**config.mk**
```make
export PLATFORM = sky130hd
export DESIGN_NAME = frame_relay_flat
export DESIGN_NICKNAME = d
export VERILOG_FILES = /design/src/rtl/frame_relay_if.sv /design/src/rtl/frame_relay.sv /design/src/flat_wrapper.sv
export SDC_FILE = /design/constraint.sdc
export NUM_CORES = 1
export LEC_CHECK = 0
export BUFFER_PORTS_ARGS = -buffer_cell sky130_fd_sc_hd__buf_2
export CAP_MARGIN = 20
export CORE_ASPECT_RATIO = 0.7
export CORE_UTILIZATION = 30
export CTS_CLUSTER_DIAMETER = 150
export DETAILED_ROUTE_END_ITERATION = 8
export GPL_TIMING_DRIVEN = 0
export SETUP_SLACK_MARGIN = 0.15
export SYNTH_ARGS = -nofsm -noshare
export SYNTH_HDL_FRONTEND = slang
export SYNTH_SLANG_ARGS = --single-unit
```
**constraint.sdc**
```tcl
create_clock -name clk -period 4.15 [get_ports clk]
set_clock_uncertainty 0.2 [all_clocks]
set_input_delay 0.415 -clock clk [delete_from_list [all_inputs] [get_ports clk]]
set_output_delay 0.415 -clock clk [all_outputs]
set_load 0.01 [all_outputs]
```
**src/rtl/frame_relay_if.sv**
```systemverilog
// frame_relay_if: byte-stream bus of the frame relay.
// The receive side (rxd/rx_dv) is driven by the master and sampled by the relay.
// The transmit side (txd/tx_en) is driven by the relay and observed by the master.
interface frame_relay_if #(
  parameter int DATA_W = 8
);
  logic [DATA_W-1:0] rxd;
  logic              rx_dv;
  logic [DATA_W-1:0] txd;
  logic              tx_en;

  modport master (
    output rxd,
    output rx_dv,
    input  txd,
    input  tx_en
  );

  modport slave (
    input  rxd,
    input  rx_dv,
    output txd,
    output tx_en
  );
endinterface

```
**src/rtl/frame_relay.sv**
```systemverilog
// frame_relay: store-and-forward relay for the rxd/rx_dv -> txd/tx_en byte stream.
//
// Each received frame is a contiguous rx_dv-high run. It is written into a FIFO.
// A frame is released to tx only once it is complete, so tx never shows a partial frame.
// A frame that overflows the FIFO is rolled back and dropped whole.
// At least IFG idle cycles separate consecutive transmitted frames.
//
// Optional feature macro: FRAME_RELAY_STATS_EN.
//   Defined:   frame_cnt and drop_cnt count forwarded and dropped frames.
//   Undefined: no counter registers exist, and both outputs are tied to zero.
module frame_relay #(
  parameter int DATA_W = 8,
  parameter int DEPTH  = 16,
  parameter int IFG    = 2
) (
  input  logic        clk,
  input  logic        rst_n,
  frame_relay_if.slave bus,
  output logic [15:0] frame_cnt,
  output logic [15:0] drop_cnt
);

  localparam int AW = $clog2(DEPTH);
  localparam int PW = AW + 1;
  localparam int GW = $clog2(IFG + 1);

  typedef enum logic [1:0] {
    RX_IDLE  = 2'd0,
    RX_FRAME = 2'd1,
    RX_DROP  = 2'd2
  } rx_state_t;

  typedef enum logic [1:0] {
    TX_IDLE = 2'd0,
    TX_SEND = 2'd1,
    TX_GAP  = 2'd2
  } tx_state_t;

  // Storage and pointers
  logic [DATA_W-1:0] r_mem [0:DEPTH-1];
  logic              r_eof [0:DEPTH-1];
  logic [PW-1:0]     r_wr_ptr;
  logic [PW-1:0]     r_commit_ptr;
  logic [PW-1:0]     r_rd_ptr;
  logic [PW-1:0]     r_pend;
  rx_state_t         r_rx_state;
  tx_state_t         r_tx_state;
  logic [GW-1:0]     r_gap;
  logic [DATA_W-1:0] r_txd;
  logic              r_tx_en;

  // Combinational decisions
  rx_state_t         w_rx_next;
  tx_state_t         w_tx_next;
  logic [PW-1:0]     w_used;
  logic              w_full;
  logic              w_avail;
  logic              w_wr_en;
  logic              w_commit;
  logic              w_rollback;
  logic              w_emit;
  logic              w_eof_sent;
  logic [AW-1:0]     w_wr_idx;
  logic [AW-1:0]     w_last_idx;
  logic [AW-1:0]     w_rd_idx;
  logic              w_rd_eof;
  logic [DATA_W-1:0] w_rd_data;

  assign w_used     = r_wr_ptr - r_rd_ptr;
  assign w_full     = (w_used == PW'(DEPTH));
  assign w_avail    = (r_rd_ptr != r_commit_ptr);
  assign w_wr_idx   = r_wr_ptr[AW-1:0];
  assign w_last_idx = r_wr_ptr[AW-1:0] - AW'(1);
  assign w_rd_idx   = r_rd_ptr[AW-1:0];
  assign w_rd_eof   = r_eof[w_rd_idx];
  assign w_rd_data  = r_mem[w_rd_idx];
  assign w_eof_sent = w_emit & w_rd_eof;

  assign bus.txd   = r_txd;
  assign bus.tx_en = r_tx_en;

  // Receive decision: write, commit at frame end, or roll back and drop on overflow
  always_comb begin
    w_rx_next  = r_rx_state;
    w_wr_en    = 1'b0;
    w_commit   = 1'b0;
    w_rollback = 1'b0;
    case (r_rx_state)
      RX_IDLE, RX_FRAME: begin
        if (bus.rx_dv) begin
          if (w_full) begin
            w_rollback = 1'b1;
            w_rx_next  = RX_DROP;
          end else begin
            w_wr_en   = 1'b1;
            w_rx_next = RX_FRAME;
          end
        end else begin
          w_commit  = (r_rx_state == RX_FRAME);
          w_rx_next = RX_IDLE;
        end
      end
      RX_DROP: begin
        if (bus.rx_dv) begin
          w_rx_next = RX_DROP;
        end else begin
          w_rx_next = RX_IDLE;
        end
      end
      default: begin
        w_rx_next = RX_IDLE;
      end
    endcase
  end

  // Receive state, write pointer and commit pointer
  always_ff @(posedge clk) begin
    if (!rst_n) begin
      r_rx_state   <= RX_IDLE;
      r_wr_ptr     <= {PW{1'b0}};
      r_commit_ptr <= {PW{1'b0}};
    end else begin
      r_rx_state <= w_rx_next;
      if (w_wr_en) begin
        r_wr_ptr <= r_wr_ptr + PW'(1);
      end else if (w_rollback) begin
        r_wr_ptr <= r_commit_ptr;
      end else begin
        r_wr_ptr <= r_wr_ptr;
      end
      if (w_commit) begin
        r_commit_ptr <= r_wr_ptr;
      end else begin
        r_commit_ptr <= r_commit_ptr;
      end
    end
  end

  // FIFO data array; contents are only read after being written, so no reset is needed
  always_ff @(posedge clk) begin
    if (w_wr_en) begin
      r_mem[w_wr_idx] <= bus.rxd;
    end
  end

  // End-of-frame marks: cleared on write, set on the last byte at commit
  always_ff @(posedge clk) begin
    if (!rst_n) begin
      for (int i = 0; i < DEPTH; i++) begin
        r_eof[i] <= 1'b0;
      end
    end else if (w_wr_en) begin
      r_eof[w_wr_idx] <= 1'b0;
    end else if (w_commit) begin
      r_eof[w_last_idx] <= 1'b1;
    end else begin
      r_eof[w_wr_idx] <= r_eof[w_wr_idx];
    end
  end

  // Transmit FSM next state: start a committed frame, stream it, then hold the gap
  always_comb begin
    w_tx_next = r_tx_state;
    w_emit    = 1'b0;
    case (r_tx_state)
      TX_IDLE: begin
        if ((r_pend != {PW{1'b0}}) && (r_gap >= GW'(IFG)) && w_avail) begin
          w_emit    = 1'b1;
          w_tx_next = w_rd_eof ? TX_GAP : TX_SEND;
        end else begin
          w_tx_next = TX_IDLE;
        end
      end
      TX_SEND: begin
        if (w_avail) begin
          w_emit    = 1'b1;
          w_tx_next = w_rd_eof ? TX_GAP : TX_SEND;
        end else begin
          w_tx_next = TX_SEND;
        end
      end
      TX_GAP: begin
        if (r_gap >= GW'(IFG - 1)) begin
          w_tx_next = TX_IDLE;
        end else begin
          w_tx_next = TX_GAP;
        end
      end
      default: begin
        w_tx_next = TX_IDLE;
      end
    endcase
  end

  // Transmit state, read pointer and registered tx outputs
  always_ff @(posedge clk) begin
    if (!rst_n) begin
      r_tx_state <= TX_IDLE;
      r_rd_ptr   <= {PW{1'b0}};
      r_txd      <= {DATA_W{1'b0}};
      r_tx_en    <= 1'b0;
    end else begin
      r_tx_state <= w_tx_next;
      r_tx_en    <= w_emit;
      if (w_emit) begin
        r_rd_ptr <= r_rd_ptr + PW'(1);
        r_txd    <= w_rd_data;
      end else begin
        r_rd_ptr <= r_rd_ptr;
        r_txd    <= r_txd;
      end
    end
  end

  // Idle-cycle counter since the last frame; saturates at IFG, restarts on end of frame
  always_ff @(posedge clk) begin
    if (!rst_n) begin
      r_gap <= GW'(IFG);
    end else if (w_eof_sent) begin
      r_gap <= {GW{1'b0}};
    end else if (!w_emit && (r_gap < GW'(IFG))) begin
      r_gap <= r_gap + GW'(1);
    end else begin
      r_gap <= r_gap;
    end
  end

  // Count of complete frames waiting for or in transmission
  always_ff @(posedge clk) begin
    if (!rst_n) begin
      r_pend <= {PW{1'b0}};
    end else begin
      case ({w_commit, w_eof_sent})
        2'b10:   r_pend <= r_pend + PW'(1);
        2'b01:   r_pend <= r_pend - PW'(1);
        default: r_pend <= r_pend;
      endcase
    end
  end

`ifdef FRAME_RELAY_STATS_EN
  logic [15:0] r_frame_cnt;
  logic [15:0] r_drop_cnt;
  logic        w_drop_done;

  assign w_drop_done = (r_rx_state == RX_DROP) && !bus.rx_dv;
  assign frame_cnt   = r_frame_cnt;
  assign drop_cnt    = r_drop_cnt;

  // Statistics: forwarded frames on the last tx byte, dropped frames at rx frame end
  always_ff @(posedge clk) begin
    if (!rst_n) begin
      r_frame_cnt <= 16'd0;
      r_drop_cnt  <= 16'd0;
    end else begin
      if (w_eof_sent) begin
        r_frame_cnt <= r_frame_cnt + 16'd1;
      end else begin
        r_frame_cnt <= r_frame_cnt;
      end
      if (w_drop_done) begin
        r_drop_cnt <= r_drop_cnt + 16'd1;
      end else begin
        r_drop_cnt <= r_drop_cnt;
      end
    end
  end
`else
  assign frame_cnt = 16'd0;
  assign drop_cnt  = 16'd0;
`endif

endmodule
```
**src/flat_wrapper.sv**
```systemverilog
// flat-port wrapper written by rule: the top's interface ports become plain ports
module frame_relay_flat 
#(
  parameter int DATA_W = 8,
  parameter int DEPTH  = 16,
  parameter int IFG    = 2
)
  (clk, rst_n, frame_cnt, drop_cnt, bus_rxd, bus_rx_dv, bus_txd, bus_tx_en);
  frame_relay_if #(.DATA_W(DATA_W)) bus_i ();
  input  logic clk;
  input  logic rst_n;
  output logic [15:0] frame_cnt;
  output logic [15:0] drop_cnt;
  input wire logic [$bits(bus_i.rxd)-1:0] bus_rxd;
  input wire logic [$bits(bus_i.rx_dv)-1:0] bus_rx_dv;
  output wire logic [$bits(bus_i.txd)-1:0] bus_txd;
  output wire logic [$bits(bus_i.tx_en)-1:0] bus_tx_en;
  assign bus_i.rxd = bus_rxd;
  assign bus_i.rx_dv = bus_rx_dv;
  assign bus_txd = bus_i.txd;
  assign bus_tx_en = bus_i.tx_en;
  frame_relay #(.DATA_W(DATA_W), .DEPTH(DEPTH), .IFG(IFG)) u_core (.clk(clk), .rst_n(rst_n), .bus(bus_i), .frame_cnt(frame_cnt), .drop_cnt(drop_cnt));
endmodule
```
### After elaboration in Yosys (flattened, before gate mapping)

Memory sizes are Yosys's and may differ from the RTL's. A register that Yosys moved wholly into a read port is not among the register bits.
Index checks and enable logic that the tools add are counted.
W data, S select, Z words.

* bits in registers: 27
* memory bits (writable): 144
* input port bits: 11
* word-level logic and storage cells: 96
* memories: 2

* add/subtract/negate cells: 7
* magnitude comparators: 3
* equal/unequal tests: 9
* multiplexer cells: 47
* bitwise operators: 3
* reduce and logical (&&, ||, !) cells: 16

Memories
* u_core.r_mem: depth 16, bits a word 8, rd ports 1, clocked after memory_dff 1, wr ports 1, line frame_relay.sv:40 `logic [DATA_W-1:0] r_mem [0:DEPTH-1];`
* u_core.r_eof: depth 16, bits a word 1, rd ports 1, clocked after memory_dff 1, wr ports 16, line frame_relay.sv:41 `logic r_eof [0:DEPTH-1];`

Operator list (count)
* $mux W1: 28
* $mux W2: 9
* $mux W4: 4
* $add A5 B1 Y5 const B: 3
* $mux W5: 2
* $pmux W5 S2: 1
* $eq A2 B1 Y1 const B: 3
* $eq A2 B2 Y1 const B: 3
* $pmux W2 S3: 1
* $reduce_bool A2 Y1: 3
* $eq A5 B5 Y1 const B: 1
* $ne A5 B5 Y1: 1
* $reduce_bool A5 Y1: 1
* $sub A5 B1 Y5 const B: 1
* $sub A5 B5 Y5: 1
* $logic_not A2 Y1: 2
* $pmux W2 S2: 1
* $reduce_or A2 Y1: 2
* $sub A4 B1 Y4 const B: 1
* $logic_and A1 B1 Y1: 3
* $add A2 B1 Y2 const B: 1
* $ge A2 B1 Y1 const B: 1
* $ge A2 B2 Y1 const B: 1
* $logic_not A1 Y1: 2
* other kinds (8): 9

### Logic depth before layout (Yosys ltp)

* depth after elaboration: 13
* gate-level depth with buffers: 14

### Worst setup path after synthesis

Ideal clock, no wire load.

* path type: register to register
* start: register u_core.r_rd_ptr[0]
* end: register u_core.r_pend[4]
* arrival time: 2.832 ns
* data required time: 3.880 ns
* path slack: 1.048 ns
* cell stages (with the launch flop): 15
* buffers on the path: 1
* period minus slack after synthesis: 3.102 ns
* cell sequence: dfxtp_1 > buf_6 > xor2_2 > nor3_1 > a211oi_2 > nand2_1 > inv_1 > ha_1 > inv_1 > fa_1 > nor2b_1 > o21ai_0 > and3_1 > or4_1 > a21oi_1

* cells in the longest elaborated chain, start to end: 7
* elaborated cells on any way between the ends: 10

RTL lines
* start, declared: line frame_relay.sv:44 `logic [PW-1:0] r_rd_ptr;`
* start signal, assigned: line frame_relay.sv:199 `r_rd_ptr <= {PW{1'b0}};`
* start signal, assigned: line frame_relay.sv:206 `r_rd_ptr <= r_rd_ptr + PW'(1);`
* start signal, assigned: line frame_relay.sv:209 `r_rd_ptr <= r_rd_ptr;`
* $ne A5 B5 Y1 *: line frame_relay.sv:71 `assign w_avail = (r_rd_ptr != r_commit_ptr);`
* $logic_and A1 B1 Y1: line frame_relay.sv:167 `if ((r_pend != {PW{1'b0}}) && (r_gap >= GW'(IFG)) && w_avail) begin`
* $mux W1: line frame_relay.sv:167
* $pmux W1 S2 *: line frame_relay.sv:165 `case (r_tx_state)`
* $and A1 B1 Y1 *: line frame_relay.sv:77 `assign w_eof_sent = w_emit & w_rd_eof;`
* $eq A2 B1 Y1 or $eq A2 B2 Y1 (tied branches): line frame_relay.sv:233 `case ({w_commit, w_eof_sent})`
* $pmux W5 S2 or $reduce_bool A2 Y1 (tied branches)
* end signal, assigned: line frame_relay.sv:234 `2'b10: r_pend <= r_pend + PW'(1);`
* end signal, assigned: line frame_relay.sv:235 `2'b01: r_pend <= r_pend - PW'(1);`
* end signal, assigned: line frame_relay.sv:236 `default: r_pend <= r_pend;`
* end, declared: line frame_relay.sv:45 `logic [PW-1:0] r_pend;`

Mark *: on every way between the ends. The rest lies on a longest branch, timed or not.
A chain may end at the register's enable or synchronous reset.

### Final worst setup path

* start: register u_core.r_rd_ptr[2]
* end: memory u_core.r_mem[8][1], enable pin

* cells in the longest elaborated chain, start to end: 7

RTL lines
* $sub A5 B5 Y5: line frame_relay.sv:69 `assign w_used = r_wr_ptr - r_rd_ptr;`
* $eq A5 B5 Y1: line frame_relay.sv:70 `assign w_full = (w_used == PW'(DEPTH));`
* $mux W1: line frame_relay.sv:91 `if (w_full) begin`
* $mux W1: line frame_relay.sv:90 `if (bus.rx_dv) begin`
* $mux W1: line frame_relay.sv:88 `case (r_rx_state)`
* $mux W1: line frame_relay.sv:141 `if (w_wr_en) begin`
* $mux W1 (implied by the code): line frame_relay.sv:142 `r_mem[w_wr_idx] <= bus.rxd;`
* end, declared: line frame_relay.sv:40

Every way passes these cells.

==> results.json <==
{
  "outcome": "finished clean",
  "end_kind": "flop",
  "clk_latency_ps": 430,
  "hold_slack_ps": 88.6,
  "cpMostUsedCell": "clkbuf_1",
  "post-route-period-util_pct": 91.1,
  "total_power_mw": 3.88,
  "detail-route-antenna-nets": 0,
  "drt_first_iter_violations": 544,
  "period_minus_slack_ps": 3780,
  "ys_seq_elements": 183,
  "stdcell_count": 1004,
  "die_y_microns": 139,
  "dr.pass1.iters": 5,
  "power.density_mw_per_mm2": 416,
  "utilization_pct": 35.9,
  "ys_warn_count": 0,
  "fin_nets": 662,
  "overflow": 0,
  "post_cts_buffers": 0,
  "grt_antenna_before_repair": 0,
  "path_cells": "buf_4 -> clkbuf_1 -> inv_1 -> ha_1 -> and2_1 -> o2111a_1 -> a31oi_1 -> buf_2 -> clkbuf_1 -> and3_2",
  "slew_headroom_pct": 52.6,
  "yosysTopAreaCell": "edfxtp_1",
  "cp-start-kind": "flop",
  "critPathRequiredTime_ps": 4050,
  "met2_usage_pct": 17.0,
  "dp_cells": 972,
  "slew_violations": 0,
  "crit_type": "reg -> reg",
  "async_reset_ff_share_pct": 0,
  "drive_gt1_share_pct": 22.6,
  "grtUsageMet3_pct": 4.04,
  "portBuffers": 19,
  "num_vias": 4816,
  "fmax_mhz": 264,
  "slowest_delay_ps": 460,
  "r2r-start": "u_core.r_rd_ptr[2]",
  "top_usage_layer": "met1",
  "crit_fanout": 10,
  "cts_tree": "done",
  "first_global_vias": 4509,
  "rr_worst_depth": 10,
  "dieArea_sq_mm": 0.0274,
  "critPathBufInv": 5,
  "irDropWorstVdd_mv": 0.286,
  "worstPathArrival_ps": 3690,
  "ys_top_cells_by_count": "edfxtp_1, dfxtp_1, nand2_1",
  "cts_buffers": 17,
  "grtUsageTotal_pct": 13.6,
  "grt_setup_unrepaired": "no",
  "syn-cell-area_sq_mm": 0.00803,
  "power.static_leakage_nw": 3.30,
  "synth-edff-count": 128,
  "avgRoutedWirePerCell_microns": 18.0,
  "cts.sinks": 183,
  "ys_seq_area_share_pct": 61.6,
  "synthTopCellsByArea": "edfxtp_1, dfxtp_1, mux4_2",
  "num_rows": 49,
  "dp_hpwl_microns": 12500,
  "synth_cells": 565,
  "drc": 0,
  "synth_most_common_cell": "edfxtp_1",
  "io_pins": 52,
  "netlist.area_leader.share_pct": 47.9,
  "clk_pin_slew_ps": 70,
  "cts_buffer_depth": 2,
  "start_util_pct": 30.9,
  "rrSetupSlack_ps": 370,
  "cp_slowest_cell": "clkbuf_1",
  "crit_family": "buffers and inverters",
  "viasPerCell": 4.80,
  "grt_pass1_wl_microns": 27700,
  "grt_max_degree": 18,
  "antenna_cells": 0,
  "finalSetupViolCount": 0,
  "worstSetupEndpoint": "u_core.r_mem[8][1]",
  "min_path_type": "in -> reg",
  "die_w_microns": 198,
  "synthFlopType": "edfxtp_1",
  "syn_avg_cell_area_sq_um": 14.2,
  "synth_cell_types": 60,
  "path_depth": 10,
  "cts_max_level": 4,
  "wl_microns": 18100,
  "core_region_area_sq_mm": 0.0260,
  "worst_pin_slew_ps": 711,
  "worstReg2RegEnd": "u_core.r_mem[8][1]",
  "crit_start": "u_core.r_rd_ptr[2]",
  "clock-root-buffer": "clkbuf_16",
  "gp_congestion": 0.816,
  "hold_violations": 0,
  "cap_viol_max_count": 0,
  "setup-tns-final_ps": 0,
  "grtUsageMet1_pct": 22.3,
  "area_delta_synth_final_pct": 16.1
}
-- registers in the layout, indices dropped and copies added, names as in the netlist, named ones only --
signal	count
u_core.bus.tx_en	1
u_core.r_tx_state	2
u_core.r_mem	128
u_core.r_commit_ptr	5
u_core.bus.txd	8
u_core.r_rx_state	2
u_core.r_wr_ptr	5
u_core.r_pend	5
u_core.r_rd_ptr	5
u_core.r_gap	2
u_core.r_eof	16
-- report_power, final --
group / switching (mW) / internal [mW] / total (mW)
Clock: 0.736 / 0.963 / 1.70
Sequential: 0.0110 / 1.97 / 1.98
Combinational: 0.128 / 0.0659 / 0.194
-- through the flow --
stage,area [sq um],setup WS (ps)
after floorplan,8150,1050
after global placement,8690,284
after detailed placement,8690,253
after CTS,9300,233
after global routing,9320,154
final,9320,369
-- routing by layer --
metal / wire length [microns] / up-vias
met2: 6990 / 147
met5: 0 / -
met4: 161 / 0
li1: - / 2244
met3: 1250 / 14
met1: 9670 / 2411
-- cell usage in the layout (no fill, tap or decap), drive strengths merged, types with 3 or more instances in the layout --
cell / n
clkinvlp: 3
and2: 4
nor2: 22
xnor2: 4
a22oi: 14
nor2b: 9
nand3b: 3
ha: 16
o21ai: 11
nand2b: 3
a32o: 15
mux4: 36
nand3: 17
edfxtp: 128
inv: 24
bufinv: 3
nor3: 8
a21oi: 20
or3: 3
xor2: 7
buf: 64
conb: 32
and3: 23
mux2i: 15
dfxtp: 55
clkbuf: 33
nand2: 38
-- area by class of cell --
class / count / area, sq um
clock inverters: 15 / 188
flip-flops and latches: 183 / 4940
plain buffers: 61 / 372
clock buffers: 17 / 425
well taps: 357 / 447
repair buffers: 19 / 95.1
multi-input cells: 335 / 2790
inverters: 17 / 63.8
fillers: 2520 / 16700
-- timing repair --
| action | in CTS | in global routing |
|---|---|---|
| resized for setup | 0 | 11 |
| endpoints found under the setup margin | 0 | 73 |
| hold buffers | 0 | 0 |
-- worst min-delay path by stage --
stage                            from                   end  cells past startpoint
detailed placement  u_core.bus.txd[3]     u_core.bus.txd[3]                      2
floorplan             u_core.r_eof[7]       u_core.r_eof[7]                      2
global placement    u_core.bus.txd[2]     u_core.bus.txd[2]                      2
global route                bus_rx_dv  u_core.r_rx_state[1]                      2
CTS                         bus_rx_dv  u_core.r_rx_state[1]                      2
finish                      bus_rx_dv  u_core.r_rx_state[1]                      2
-- cell families after synthesis --
logic type	count (synthesis)	share of synthesized area, %
flops	183	61.6
simple gates	139	8.90
compound gates	85	8.01
buf+inv	78	5.42
mux	51	12.0
fa+ha+maj	17	2.74
xor+xnor	11	1.29
other cells	1	0.0467
(Power assumes the default switching activity.)
